<file path="src/rtl/rv32_branch_predictor.sv">
// Bimodal BHT + tagged BTB predictor: zero-latency combinational lookup, updates/flush land on the next edge.
// No handshake or backpressure: one update is accepted in every cycle that update_valid_in is high.
module rv32_branch_predictor #(
  parameter int ENTRIES      = 64,
  parameter int COUNTER_BITS = 2,
  parameter int TAG_BITS     = 8
) (
  input  logic        clk,
  input  logic        reset,
  input  logic [31:0] lookup_pc_in,
  output logic        predicted_taken_out,
  output logic [31:0] predicted_pc_out,
  input  logic        update_valid_in,
  input  logic [31:0] update_pc_in,
  input  logic        update_taken_in,
  input  logic [31:0] update_target_in,
  input  logic        update_mispredicted_in,
  input  logic        flush_in,
  output logic [31:0] branches_out,
  output logic [31:0] mispredicts_out
);
  localparam int IDX = $clog2(ENTRIES);
  localparam logic [COUNTER_BITS-1:0] CMAX = '1;
  localparam logic [COUNTER_BITS-1:0] WT   = COUNTER_BITS'(1) << (COUNTER_BITS - 1);
  localparam logic [COUNTER_BITS-1:0] WNT  = WT - COUNTER_BITS'(1);

  logic [COUNTER_BITS-1:0] cnt_q [ENTRIES];
  logic [COUNTER_BITS-1:0] cnt_d [ENTRIES];
  logic [TAG_BITS-1:0]     tag_q [ENTRIES];
  logic [31:0]             tgt_q [ENTRIES];
  logic [ENTRIES-1:0]      valid_q, valid_d;
  logic [31:0]             br_q, br_d, mis_q, mis_d;

  logic [IDX-1:0]      lidx, uidx;
  logic [TAG_BITS-1:0] ltag, utag;
  logic                lhit, uhit, tbl_we;
  logic                unused_upd_pc;

  assign lidx = lookup_pc_in[IDX+1:2];
  assign ltag = lookup_pc_in[IDX+TAG_BITS+1:IDX+2];
  assign uidx = update_pc_in[IDX+1:2];
  assign utag = update_pc_in[IDX+TAG_BITS+1:IDX+2];
  assign unused_upd_pc = ^update_pc_in;

  assign lhit                = valid_q[lidx] && (tag_q[lidx] == ltag);
  assign uhit                = valid_q[uidx] && (tag_q[uidx] == utag);
  assign predicted_taken_out = lhit && cnt_q[lidx][COUNTER_BITS-1];
  assign predicted_pc_out    = predicted_taken_out ? tgt_q[lidx] : lookup_pc_in + 32'd4;
  assign branches_out        = br_q;
  assign mispredicts_out     = mis_q;

  // Target/tag only change on a taken update; a flush masks them through valid instead.
  assign tbl_we = update_valid_in && update_taken_in && !flush_in;

  always_comb begin
    cnt_d   = cnt_q;
    valid_d = valid_q;
    br_d    = br_q;
    mis_d   = mis_q;
    if (update_valid_in) begin
      br_d = br_q + 32'd1;
      if (update_mispredicted_in) mis_d = mis_q + 32'd1;
      if (update_taken_in) begin
        if (uhit) begin
          cnt_d[uidx] = (cnt_q[uidx] == CMAX) ? CMAX : cnt_q[uidx] + COUNTER_BITS'(1);
        end else begin
          valid_d[uidx] = 1'b1;
          cnt_d[uidx]   = WT;
        end
      end else begin
        cnt_d[uidx] = (cnt_q[uidx] == '0) ? '0 : cnt_q[uidx] - COUNTER_BITS'(1);
      end
    end
    if (flush_in) begin
      valid_d = '0;
      for (int i = 0; i < ENTRIES; i++) cnt_d[i] = WNT;
    end
  end

  always_ff @(posedge clk or posedge reset) begin
    if (reset) begin
      valid_q <= '0;
      br_q    <= '0;
      mis_q   <= '0;
      for (int i = 0; i < ENTRIES; i++) cnt_q[i] <= WNT;
    end else begin
      valid_q <= valid_d;
      br_q    <= br_d;
      mis_q   <= mis_d;
      for (int i = 0; i < ENTRIES; i++) cnt_q[i] <= cnt_d[i];
    end
  end

  always_ff @(posedge clk) begin
    if (tbl_we) begin
      tag_q[uidx] <= utag;
      tgt_q[uidx] <= update_target_in;
    end
  end
endmodule

</file>
<file path="config.mk">
export PLATFORM = sky130hd
export DESIGN_NAME = rv32_branch_predictor
export DESIGN_NICKNAME = d
export VERILOG_FILES = /design/src/rtl/rv32_branch_predictor.sv
export SDC_FILE = /design/constraint.sdc
export NUM_CORES = 2
export LEC_CHECK = 0
export BUFFER_PORTS_ARGS = -buffer_cell sky130_fd_sc_hd__buf_2
export CORE_AREA = 2 2 450 452
export CTS_BUF_LIST = sky130_fd_sc_hd__clkbuf_8
export DETAILED_ROUTE_END_ITERATION = 12
export DIE_AREA = 0 0 452 454
export PLACE_DENSITY_LB_ADDON = 0.15
export SLEW_MARGIN = 10
export SYNTH_ARGS = -nofsm -noshare
export SYNTH_HDL_FRONTEND = slang
export SYNTH_SLANG_ARGS = --single-unit
</file>
<file path="constraint.sdc">
create_clock -name clk -period 6.9 [get_ports clk]
set_input_delay 0.69 -clock clk [delete_from_list [all_inputs] [get_ports clk]]
set_output_delay 0.69 -clock clk [all_outputs]
set_load 0.1 [all_outputs]
</file>
* Yosys cells after proc, flatten, opt, wreduce, memory -nomap -nowiden *
Memories as Yosys holds them, arrays and structs flattened.
Index checks and enable logic that the tools add are counted.

storage, ports and cells
  input port bits = 102
  output and inout port bits = 97
  bits in writable memories = 2,560
  flip-flop bits (word level) = 256
  memories = 2
  logic and storage cells = 132

cells by class
  reductions and logical operators = 13
  $add $sub $neg = 5
  bitwise gates (word level) = 6
  magnitude comparators = 6
  eq/ne operators = 4
  muxes and demuxes = 29

memory list
  memory  words  bits a word  rd ports  clocked after Yosys merged registers in  write ports  RTL line  RTL
  tgt_q   64     32           1         0                                        1            30        logic [31:0] tgt_q [ENTRIES];
  tag_q   64     8            2         0                                        1            29        logic [TAG_BITS-1:0] tag_q [ENTRIES];

operators by type and width
  kind                     count
  $mux W128                4
  $bwmux W128              2
  $mux W64                 4
  $or A64 B64 Y64          2
  $add A32 B1 Y32 const B  2
  $and A64 B64 Y64         1
  $not A64 Y64             1
  $add A32 B3 Y32 const B  1
  $mux W32                 1
  $bmux W2 S6              2
  $eq A8 B8 Y1             2
  $ge A7 B7 Y1 const B     2
  $lt A6 B7 Y1 const B     2
  $mux W2                  7
  $not A6 Y7               2
  $bmux W1 S6              2
  $demux W2 S6             1
  $logic_and A1 B1 Y1      7
  $lt A7 B1 Y1 const B     1
  $demux W1 S6             1
  $ge A6 B1 Y1 const B     1
  $mux W1                  5
  $reduce_bool A2 Y1       2
  $reduce_and A3 Y1        1
  other kinds (7)          7

* Logic depth before layout (Yosys ltp) *
  word-level depth = 11
  gate-level depth with buffers = 18
  gate-level depth less buffers = 9

* Worst setup path before layout *
OpenSTA, ideal clock, no wires.

  path type = in2out
  start = in lookup_pc_in[2]
  end = out predicted_taken_out
  path buffers = 3
  data required time = 6.210 ns
  cell stages on the path = 10
  arrival = 6.061 ns
  setup slack = 0.149 ns
  cells stage by stage = buf_4 buf_4 buf_2 mux4_2 mux4_2 a211oi_1 a31oi_1 xnor2_1 nand2b_1 nor4b_1

between the ends
  word-level cells in the longest chain between the ends = 5
  elaborated cells on any way between the ends = 10
  classes of those cells = eq/ne: 1; mux: 5; bitwise: 1; reduce/logical: 2; memory: 1

ends and longest elaborated chain
  item                                                    RTL line  RTL
  from (decl)                                             10        input logic [31:0] lookup_pc_in,
  branches (longest 4 deep; another with $mem_v2 Z64 W8)  n/a
  $logic_and A1 B1 Y1 (*)                                 47        assign predicted_taken_out = lhit && cnt_q[lidx][COUNTER_BITS-1];
  to (decl)                                               11        output logic predicted_taken_out,

Mark *: on every way between the ends. The select of a mux whose other input is x is not followed.

* Worst setup path in the final report *
  start = in lookup_pc_in[3]
  end = out predicted_pc_out[26]

between the ends
  word-level cells in the longest chain between the ends = 6
  elaborated cells on any way between the ends = 13
  classes of those cells = add/sub: 1; eq/ne: 1; mux: 6; bitwise: 1; reduce/logical: 2; memory: 2

ends and longest elaborated chain
  item                                                    RTL line  RTL
  branches (longest 5 deep; another with $mem_v2 Z64 W8)  n/a
  $mux W32 (*)                                            48        assign predicted_pc_out = predicted_taken_out ? tgt_q[lidx] : lookup_pc_in + 32'd4;
  to (decl)                                               12        output logic [31:0] predicted_pc_out,

Marks and branches as above.

==> impl_metrics.yaml <==
clock_tree:
  tritoncts: "done"
  clockRootBuffer: "clkbuf_8"
  cts_buffers: 458
  insertion_delay_ns: 1.16
  cts_max_path_buffers: 4
  clk_pin_slew_worst_paths_ns: 0.06
  htreeDepth: 5
  postCtsSetupBuffers: 0
  cts_sinks: 2816
sta:
  fmax_ghz: 0.161
  max_slew.worst_pin.slew_ns: 1.29
  period_minus_slack_ns: 6.21
  setup-violations-final: 0
  fin_ws_ns: 0.695
  slew_violations: 0
  clock_skew_ns: 0.0789
  setup_tns_ns: 0
  slew-limit-headroom_pct: 13.5
  hold_viol_final: 0
  period_share_pct: 89.9
  hold_slack_ns: 0.106
  rsz0062_at_grt: "no"
worst_hold_path:
  hold_class: "in2reg"
placement:
  gp_congestion: 0.915
  dp_hpwl_mm: 193
  pre_cts_slack_ns: 0.727
  place.port_buffers: 180
route:
  antenna_left: 0
  drt-vias-per-instance: 7.07
  drc: 0
  drt_first_iter_violations: 10300
  firstDrtPassIters: 8
  num_vias: 66500
  wl_per_cell_um: 37.2
  wirelength_mm: 350
logic_synthesis:
  synth_nets: 5992
  ys_ff_latch: 2816
  synthDistinctLibCells: 89
  synth.avg_cell_area_um2: 19.9
  yosysWarnings: 0
  ys.flop_type: "edfxtp_1"
  yosysTopAreaCellShare_pct: 65.5
  synth_area_leaders: "edfxtp_1 (65%), mux4_2 (17%), dfrtp_1 (4.1%)"
  async_flop_share_pct: 9.09
  syn_area_um2: 117000
  yosysTopAreaCell: "edfxtp_1"
  yosysSeqAreaShare_pct: 71.0
  synth_edf_count: 2560
  syn_inst: 5887
floorplanning:
  num_rows: 165
  die_h_um: 454
  coreArea_um2: 201000
  start_util_pct: 58.5
  die_w_um: 452
  io_pins: 199
  dieArea_um2: 205000
worst_setup_path:
  crit_type: "in2out"
  crit_slowest_cell: "xnor2_1"
  cp-end-kind: "output port"
  worstPathCellList: "buf_8 -> buf_4 -> ha_1 -> nand3_1 -> nor2_1 -> nand2_1 -> nor2_1 -> nand3_1 -> xnor2_1 -> buf_4 -> mux2_2 -> buf_2"
  crit_required_ns: 6.21
  worstPathMaxFanout: 83
  cp_slowest_stage_delay_ns: 0.85
  cp-start-kind: "input port"
  arrival_ns: 5.52
finish:
  fill_cells: 13400
  area_growth_pct: 11.8
  fin_nets: 6468
  multi_input_area_um2: 32600
  layout-drive-gt1-share_pct: 31.9
  regArea_um2: 83400
  final_core_util_pct: 65.4
grt:
  grt_pass1_vias: 65300
  track_usage_pct: 34.3
  antenna_found_initial: 24
  overflow: 0
  grt_max_degree: 134
  grt_first_pass_wirelength_mm: 490
job:
  maxCapViolCount: 0
power_and_ir_drop:
  ir_drop_v: 0.000208
  powerDensity_nw_per_um2: 265
  leakage_nw: 42.7
run_status:
  status: "completed"
logic make-up (layout without fill, tap and decap cells):
family          count (synthesis)  count (layout)  share of synthesized area (%)
compound gates                645             645                           4.24
xor+xnor                       99              99                          0.738
fa+ha+maj                       3               3                         0.0320
buf+inv                       422            1259                           1.73
flops                        2816            2816                           71.0
mux                          1132            1132                           19.2
other cells                     0              13                              0
simple gates                  770             770                           3.07
power breakdown:
part | internal [W] | switching, W
clock | 0.00685 | 0.00658
sequential | 0.0187 | 0.0000618
combinational | 0.000858 | 0.00170
total | 0.0264 | 0.00835
placed cells by master (no fill, tap or decap), types with 50 or more instances in the layout:
cell	n
a22oi_1	80
nor2_1	126
o21ai_0	129
dfstp_2	64
mux4_2	874
mux2i_1	153
nor2_4	63
clkinv_2	50
o22ai_1	50
mux2_2	91
edfxtp_1	2560
buf_12	59
dfrtp_1	192
buf_2	160
buf_4	192
inv_1	163
nand3_1	146
clkbuf_8	474
nand2_1	264
xnor2_1	76
clkinv_1	121
o2bb2ai_1	63
routing by layer:
metal | wire, um | GRT usage (%) | up-vias
li1 | - | - | 25800
met1 | 127000 | 47.0 | 34900
met2 | 163000 | 52.2 | 4777
met3 | 40500 | 8.63 | 1036
met4 | 19500 | 16.9 | 10
met5 | 159 | 0 | -
metrics by stage:
stage          total power, W  instance area, um2  cells
6_report               0.0348              131000   9409
5_1_grt                0.0358              131000   9405
4_1_cts                0.0349              131000   9396
3_5_place_dp           0.0216              123000   8572
3_3_place_gp           0.0216              123000   8572
2_1_floorplan          0.0207              117000   5887
worst paths after layout:
| path | cells past startpoint | start | to | slack, ns |
|---|---|---|---|---|
| max in group asynchronous | 4 | reset | mispredicts_out[26] | 5.27 |
| min reg2reg | 1 | mispredicts_out[31] | mispredicts_out[31] | 0.46 |
| min | 3 | update_mispredicted_in | mispredicts_out[0] | 0.11 |
| max reg2reg | 11 | valid_q[3] | cnt_q[0] | 2.51 |
| min in group asynchronous | 3 | reset | branches_out[27] | 0.28 |
| max | 12 | lookup_pc_in[3] | predicted_pc_out[26] | 0.69 |
worst max-delay path: cells and delay by family:
family	cells	cell delay (ns)
buffers and inverters	4	1.75
muxes	1	0.16
xor gates and xnor gates	1	0.85
and+or+nand+nor	5	1.66
adders and majority gates	1	0.33
final cells by class:
cell class              instances  share of cell area [%]
clock buffers                 473                    4.96
flip-flops and latches       2816                    63.5
inverters                      18                  0.0620
well taps                    2672                    2.55
repair buffers                420                    2.70
multi-input cells            2649                    24.8
clock inverters               348                    1.38
diodes                         13                  0.0248
cells in the mapped netlist (all sizes together), types with 8 or more instances:
library cell	n
o22ai	50
and3	17
edfxtp	2560
a221oi	32
mux4	874
mux2i	166
nor3	21
clkbuf	223
mux2	92
a22o	10
nand2b	10
a22oi	80
buf	181
nor2b	12
nand3	146
o211ai	15
o21ai	130
nand4	28
a21oi	49
o311ai	28
a31oi	34
and3b	9
nor2	191
xnor2	76
or3b	8
a221o	12
nor3b	9
dfstp	64
nand3b	11
nor4	11
a211oi	28
o2bb2ai	63
inv	17
o31ai	21
dfrtp	192
nand2	265
o221ai	35
o31a	8
and2	8
xor2	23
state kept, by name, summed over array words and instances (netlist names):
| register | cells |
|---|---|
| tgt_q | 2048 |
| tag_q | 512 |
| cnt_q | 128 |
| valid_q | 64 |
| branches_out | 32 |
| mispredicts_out | 32 |
timing repair:
item                                   in CTS  in global routing
hold buffers                                3                  0
gates resized for setup                     0                  0
endpoints found under the hold margin      35                  0
Power figures use the tool's default switching activity.
